### src/rtl/uart_ctrl_pkg.sv
// Shared constants for the UART-to-cipher block scheduler: byte width,
// default block size and the scheduler FSM state encodings.
package uart_ctrl_pkg;

  localparam int BYTE_W        = 8;
  localparam int DEF_BLK_BYTES = 16;

  localparam logic [2:0] ST_IDLE  = 3'd0;
  localparam logic [2:0] ST_LOAD  = 3'd1;
  localparam logic [2:0] ST_START = 3'd2;
  localparam logic [2:0] ST_WAIT  = 3'd3;
  localparam logic [2:0] ST_STORE = 3'd4;
  localparam logic [2:0] ST_DONE  = 3'd5;

endpackage

### src/rtl/blk_byte_shifter.sv
// Byte-wide block shift register: serial-in for packing, parallel-load plus
// serial-out (MSB byte first) for unpacking, with a count of bytes moved.
module blk_byte_shifter
  import uart_ctrl_pkg::*;
#(
  parameter int BLK_BYTES = DEF_BLK_BYTES,
  parameter int CNT_BITS  = $clog2(BLK_BYTES + 1)
) (
  input  logic                        Clk,
  input  logic                        Rst_n,
  input  logic                        clr,
  input  logic                        shift_in,
  input  logic [BYTE_W-1:0]           byte_in,
  input  logic                        load,
  input  logic [BYTE_W*BLK_BYTES-1:0] load_data,
  input  logic                        shift_out,
  output logic [BYTE_W*BLK_BYTES-1:0] data,
  output logic [BYTE_W-1:0]           top_byte,
  output logic [CNT_BITS-1:0]         count
);

  localparam int W = BYTE_W * BLK_BYTES;

  // New bytes enter at the LSB end so the first byte ends up in the MSBs.
  always_ff @(posedge Clk or negedge Rst_n) begin
    if (!Rst_n) begin
      data  <= '0;
      count <= '0;
    end else if (load) begin
      data  <= load_data;
      count <= '0;
    end else if (shift_in) begin
      data  <= {data[W-BYTE_W-1:0], byte_in};
      count <= count + CNT_BITS'(1);
    end else if (shift_out) begin
      data  <= {data[W-BYTE_W-1:0], {BYTE_W{1'b0}}};
      count <= count + CNT_BITS'(1);
    end else if (clr) begin
      count <= '0;
    end
  end

  assign top_byte = data[W-1 -: BYTE_W];

endmodule

### src/rtl/uart_block_sched.sv
// Moves one cipher block at a time from the UART receive FIFO through the
// block cipher core and back out into the UART send FIFO.
module uart_block_sched
  import uart_ctrl_pkg::*;
#(
  parameter int BLK_BYTES = DEF_BLK_BYTES,
  parameter int CNT_W     = 6,
  parameter int SND_DEPTH = 64,
  parameter int TIMEOUT   = 1024
) (
  input  logic                        Clk,
  input  logic                        Rst_n,
  input  logic                        In_enable,
  input  logic                        In_rcv_empty,
  output logic                        Out_rcv_rd_en,
  input  logic [BYTE_W-1:0]           In_rcv_dout,
  input  logic                        In_snd_full,
  input  logic [CNT_W-1:0]            In_snd_wr_data_count,
  output logic                        Out_snd_wr_en,
  output logic [BYTE_W-1:0]           Out_snd_din,
  output logic                        Out_core_start,
  output logic [BYTE_W*BLK_BYTES-1:0] Out_core_din,
  input  logic                        In_core_done,
  input  logic [BYTE_W*BLK_BYTES-1:0] In_core_dout,
  output logic                        Out_comp_done,
  output logic                        Out_busy,
  output logic                        Out_err
);

  localparam int BW = $clog2(BLK_BYTES + 1);
  localparam int TW = $clog2(TIMEOUT + 1);

  localparam logic [BW-1:0]  BLK_N    = BW'(BLK_BYTES);
  localparam logic [BW-1:0]  BLK_LAST = BW'(BLK_BYTES - 1);
  localparam logic [TW-1:0]  TO_LAST  = TW'(TIMEOUT - 1);
  localparam logic [CNT_W:0] ROOM     = (CNT_W + 1)'(SND_DEPTH - BLK_BYTES);

  logic [2:0]    state;
  logic [2:0]    state_nxt;
  logic [BW-1:0] rd_cnt;
  logic [BW-1:0] pk_cnt;
  logic [BW-1:0] up_cnt;
  logic [TW-1:0] wait_cnt;
  logic          cap_pend;
  logic          rd_fire;
  logic          wr_fire;
  logic          last_cap;
  logic          last_wr;
  logic          core_hit;
  logic          timeout_hit;
  logic          room_ok;

  logic [BYTE_W-1:0]           pk_byte_unused;
  logic [BYTE_W*BLK_BYTES-1:0] up_block_unused;

  // FIFO strobes are qualified by the live flags so a read never hits an
  // empty FIFO and a write never hits a full one, even back-to-back.
  assign rd_fire       = (state == ST_LOAD) && !In_rcv_empty && (rd_cnt < BLK_N);
  assign wr_fire       = (state == ST_STORE) && !In_snd_full;
  assign Out_rcv_rd_en = rd_fire;
  assign Out_snd_wr_en = wr_fire;

  assign room_ok     = {1'b0, In_snd_wr_data_count} <= ROOM;
  assign last_cap    = cap_pend && (pk_cnt == BLK_LAST);
  assign last_wr     = wr_fire && (up_cnt == BLK_LAST);
  assign core_hit    = (state == ST_WAIT) && In_core_done;
  assign timeout_hit = (state == ST_WAIT) && !In_core_done && (wait_cnt == TO_LAST);

  always_comb begin
    state_nxt = state;
    case (state)
      ST_IDLE:  if (In_enable && !In_rcv_empty && room_ok) state_nxt = ST_LOAD;
      ST_LOAD:  if (last_cap) state_nxt = ST_START;
      ST_START: state_nxt = ST_WAIT;
      ST_WAIT: begin
        if (core_hit)         state_nxt = ST_STORE;
        else if (timeout_hit) state_nxt = ST_IDLE;
      end
      ST_STORE: if (last_wr) state_nxt = ST_DONE;
      ST_DONE:  state_nxt = ST_IDLE;
      default:  state_nxt = ST_IDLE;
    endcase
  end

  // Pulse/level outputs are registered from the next state so they line up
  // exactly with the state they describe.
  always_ff @(posedge Clk or negedge Rst_n) begin
    if (!Rst_n) begin
      state          <= ST_IDLE;
      rd_cnt         <= '0;
      cap_pend       <= 1'b0;
      wait_cnt       <= '0;
      Out_err        <= 1'b0;
      Out_core_start <= 1'b0;
      Out_comp_done  <= 1'b0;
      Out_busy       <= 1'b0;
    end else begin
      state    <= state_nxt;
      cap_pend <= rd_fire;
      if (state == ST_IDLE)  rd_cnt <= '0;
      else if (rd_fire)      rd_cnt <= rd_cnt + BW'(1);
      if (state == ST_WAIT)  wait_cnt <= wait_cnt + TW'(1);
      else                   wait_cnt <= '0;
      if (timeout_hit)       Out_err <= 1'b1;
      Out_core_start <= (state_nxt == ST_START);
      Out_comp_done  <= (state_nxt == ST_DONE);
      Out_busy       <= (state_nxt != ST_IDLE);
    end
  end

  blk_byte_shifter #(.BLK_BYTES(BLK_BYTES), .CNT_BITS(BW)) u_packer (
    .Clk       (Clk),
    .Rst_n     (Rst_n),
    .clr       (state == ST_IDLE),
    .shift_in  (cap_pend),
    .byte_in   (In_rcv_dout),
    .load      (1'b0),
    .load_data ('0),
    .shift_out (1'b0),
    .data      (Out_core_din),
    .top_byte  (pk_byte_unused),
    .count     (pk_cnt)
  );

  blk_byte_shifter #(.BLK_BYTES(BLK_BYTES), .CNT_BITS(BW)) u_unpacker (
    .Clk       (Clk),
    .Rst_n     (Rst_n),
    .clr       (1'b0),
    .shift_in  (1'b0),
    .byte_in   ('0),
    .load      (core_hit),
    .load_data (In_core_dout),
    .shift_out (wr_fire),
    .data      (up_block_unused),
    .top_byte  (Out_snd_din),
    .count     (up_cnt)
  );

endmodule

### config.mk
export PLATFORM = sky130hd
export DESIGN_NAME = uart_block_sched
export DESIGN_NICKNAME = d
export VERILOG_FILES = /design/src/rtl/uart_ctrl_pkg.sv /design/src/rtl/blk_byte_shifter.sv /design/src/rtl/uart_block_sched.sv
export SDC_FILE = /design/constraint.sdc
export NUM_CORES = 1
export LEC_CHECK = 0
export ABC_AREA = 0
export BUFFER_PORTS_ARGS = -buffer_cell sky130_fd_sc_hd__buf_2
export CORE_ASPECT_RATIO = 0.9
export CORE_MARGIN = 5
export CORE_UTILIZATION = 49
export DETAILED_ROUTE_END_ITERATION = 10
export GPL_TIMING_DRIVEN = 0
export PLACE_DENSITY = 0.88
export SLEW_MARGIN = 25
export SYNTH_ARGS = -nofsm -noshare
export SYNTH_HDL_FRONTEND = slang
export SYNTH_SLANG_ARGS = --single-unit
### constraint.sdc
create_clock -name Clk -period 1.5 [get_ports Clk]
set_input_delay 0.3 -clock Clk [delete_from_list [all_inputs] [get_ports Clk]]
set_output_delay 0.3 -clock Clk [all_outputs]
set_load 0.01 [all_outputs]
==> metrics.md <==
| Metric | Value |
|---|---|
| Peak VDD IR | `1.69 mV` |
| Fmax | `roughly 0.36 GHz` |
| Die Y | `160 um` |
| Hold slack | `-22.2 ps` |
| Most frequent cell after synthesis | `dfrtp_1` |
| Area leader, netlist | `dfrtp_1` |
| Primary FF master, synth | `dfrtp_1` |
| Compound-Gate Fraction of Synth Area | `6.28%` |
| Filler Cells Inserted | `about 970` |
| Worst EP required | `1890 ps` |
| Final Non-Filler Cells | `approximately 1900` |
| Failing checks | `hold timing, setup timing` |
| Library cells used by synthesis | `43` |
| Most common cell on crit path | `buf_6` |
| RSZ-0062 raised after global routing | `yes` |
| DR pass1 iterations | `8` |
| Post-synthesis sequential area ratio | `59.6%` |
| Tcrit/Tclk final | `186%` |
| Post-synth EDFFs | `0` |
| Starting Density | `about 50%` |
| Routed length per instance | `36.1 um` |
| Clock skew | `51.5 ps` |
| NumNets Final | `roughly 1700` |
| Worst Tran Pin Value | `about 940 ps` |
| Max Slew Vio Count | `0` |
| Top cell type's share of synthesized area | `approximately three fifths` |
| Largest family of logic cells by synthesized area | `multiplexers` |
| CTS clk-pin slew, worst paths | `roughly 80 ps` |
| Residual DRC count | `0` |
| Largest fanout on the critical path | `6` |
| Kind of critical path | `register to register` |
| Root Buffer | `clkbuf_16` |
| Leak | `0.00898 uW` |
| Post-Place Setup Slack | `-410 ps` |
| Placed cell count | `roughly 1600` |
| Final Hold Violating Endpoints | `1` |
| Global-route wire length before repair | `roughly 75000 um` |
| Hold Path Class | `input port to register` |
| Setup Total Neg Slack | `-102270 ps` |
| CP Cell Sequence | `buf_6 > nor4b_4 > buf_6 > buf_6 > buf_6 > buf_6 > buf_12 > buf_12 > mux2i_2 > o21ai_1` |
| Ys Warns | `0` |
| Area grow syn2layout | `67.7%` |
| Adder-cell area share of the yosys netlist | `0.617%` |
| TritonCTS Buffers | `29` |
| Final core utilization | `roughly 84%` |
| Share of cells above drive strength 1 | `60.3%` |
| Syn Inst Count | `969` |
| Largest net degree at the start of global routing | `97` |
| Max-slew headroom | `36.7%` |
| Htree depth | `1` |
| Longest Clk Path Bufs | `3` |
| Cell Area, Synth | `approximately 12000 um^2` |
| PortBufs | `289` |
| Total Wirelength | `roughly 68000 um` |
| Worst EP arrival | `3180 ps` |
| Worst setup EP type | `register` |
| Simple-gate share of the synthesized area | `7.30%` |
| Post-Synth XOR/XNOR Area | `1.15%` |
| Vias in the first global route | `12300` |
| Core ar. | `around 24000 um^2` |
| Antenna viol nets, final | `0` |
| Status | `finished with violations` |
| Startpoint types | `register` |
| Synthesized flop and latch total | `290` |
| Vias per cell | `approximately 6.7` |
| Full die area | `28100 um^2` |
| Maxcap violations | `0` |
| GP Congestion | `0.845` |
| Initial antenna violation count | `15` |
| R2r setup slk | `-1280 ps` |
| Violation count after the first detailed-routing iteration | `slightly below 2000` |
| Multiplexer share of the synthesized area | `between 20% and 30%` |
| Top cells by count, synth | `dfrtp_1, nand2_1, mux2_2` |
| P per Cell Area | `1630 nW/um^2` |
| Share of flip-flops with an asynchronous set or reset | `100%` |
| Synth Net Count | `~1100` |
| CTS tree | `done` |
| Final Setup Violations | `166` |
| Slowest cell on crit path | `o21ai_1` |
| Clock Latency Late Sink | `580 ps` |
| Via count | `12700` |
| Hpwl dp | `approximately 23000 um` |
| Clk sink count | `290` |
| Syn avg cell area | `between 10 and 15 um^2` |
| Delay of the slowest cell on the worst path | `between 700 and 800 ps` |
| # rows | `54` |
| Setup ws final | `-1280 ps` |
| Total gr overflow | `0` |
| Min Tclk post-route | `roughly 2800 ps` |
| GRT Util Overall | `34.6%` |
| Die Wd | `176 um` |
| Top-level I/O count | `290` |
| Synth area leaders | `dfrtp_1, mux2_2, mux2i_1, nand2_1, o21ai_0` |
power by group:
part,leakage [uW],internal [uW],total [uW],switching [uW]
registers,0.00363,10700,14200,3510
logic,0.00487,5540,11200,5620
clock network,0.000484,4490,7970,3480
per-stage QoR:
step                      power (uW)  cell area [um^2]  hold WS [ps]
after global routing           34100             20400          7.62
final                          33300             20400         -22.2
after detailed placement       21000             14200           247
after global placement         20400             14100           439
after floorplan                17000             12200          4.41
after CTS                      29500             18900          5.97
final timing paths:
| path | from | end | cells after the start |
|---|---|---|---|
| max | state[1]$_DFF_PN0_ | u_unpacker.data[88]$_DFFE_PN0P_ | 10 |
| min | In_core_dout[72] | u_unpacker.data[72]$_DFFE_PN0P_ | 3 |
| max reg2reg | state[1]$_DFF_PN0_ | u_unpacker.data[88]$_DFFE_PN0P_ | 10 |
| min reg2reg | Out_err$_DFFE_PN0P_ | Out_err$_DFFE_PN0P_ | 1 |
| max in group asynchronous | Rst_n | u_packer.data[73]$_DFFE_PN0P_ | 4 |
| min in group asynchronous | Rst_n | u_unpacker.data[89]$_DFFE_PN0P_ | 2 |
registers in the layout, indices dropped and copies added (netlist names):
register,flops
u_packer.data,128
wait_cnt,11
Out_core_start,1
Out_comp_done,1
cap_pend,1
rd_cnt,5
u_unpacker.data,128
u_unpacker.count,5
u_packer.count,5
Out_busy,1
state,3
Out_err,1
metal layers:
metal	global-route usage [%]	up-vias	share of wire [%]
met5	0	-	0.39
met4	20.9	14	11
met3	13.1	658	16
met2	56.4	1474	41
met1	38.4	6012	31
li1	-	4493	-
cell families after synthesis:
kind of cell / count (synthesis)
xor+xnor: 16
simple gates: 203
mux: 243
fa+ha+maj: 6
buf+inv: 72
compound gates: 139
flops: 290
critical path, delay by kind of cell, from the launching register on:
kind / cells / cell delay [ps]
compound gates: 1 / 750
buf+inv: 7 / 990
flops: 1 / 430
mux: 1 / 100
simple gates: 1 / 290
placed cells by master (no fill, tap or decap), types with 4 or more instances in the layout:
cell / netlist / final
a22o_1: 8 / 8
a22oi_2: 0 / 9
buf_12: 0 / 42
buf_16: 0 / 18
buf_2: 19 / 289
buf_4: 28 / 25
buf_6: 1 / 40
buf_8: 4 / 18
clkbuf_1: 15 / 7
clkbuf_16: 0 / 36
clkbuf_8: 0 / 16
dfrtp_1: 290 / 289
diode_2: 0 / 17
dlygate4sd3_1: 0 / 131
ha_1: 6 / 5
mux2_2: 129 / 128
mux2i_1: 114 / 31
mux2i_2: 0 / 17
mux2i_4: 0 / 66
nand2_1: 143 / 46
nand2_2: 0 / 62
nand2_4: 0 / 32
nand3_1: 7 / 4
nand4_1: 4 / 4
nor2_1: 25 / 19
nor2_4: 1 / 5
o21ai_1: 28 / 36
o21ai_2: 0 / 72
o21ai_4: 0 / 8
xnor2_1: 8 / 6
xor2_1: 8 / 6
layout make-up:
type | instances | area, um^2 | share of cell area, %
flip-flops and latches | 290 | 7260 | 35.6
multi-input cells | 607 | 6390 | 31.3
repair buffers | 523 | 4470 | 21.9
clock buffers | 44 | 872 | 4.27
plain buffers | 60 | 833 | 4.08
well taps | 336 | 420 | 2.06
clock inverters | 6 | 109 | 0.533
diodes | 17 | 42.5 | 0.208
inverters | 3 | 11.3 | 0.0552
timing repair:
item,4_1_cts,5_1_grt
cloned,32,3
pin swaps,104,65
hold buffers,130,1
setup buffers,50,39
hold endpoints to repair,180,1
resized for setup,441,306
endpoints found under the setup margin,260,243
No activity file was read; power rests on OpenSTA's default activity.
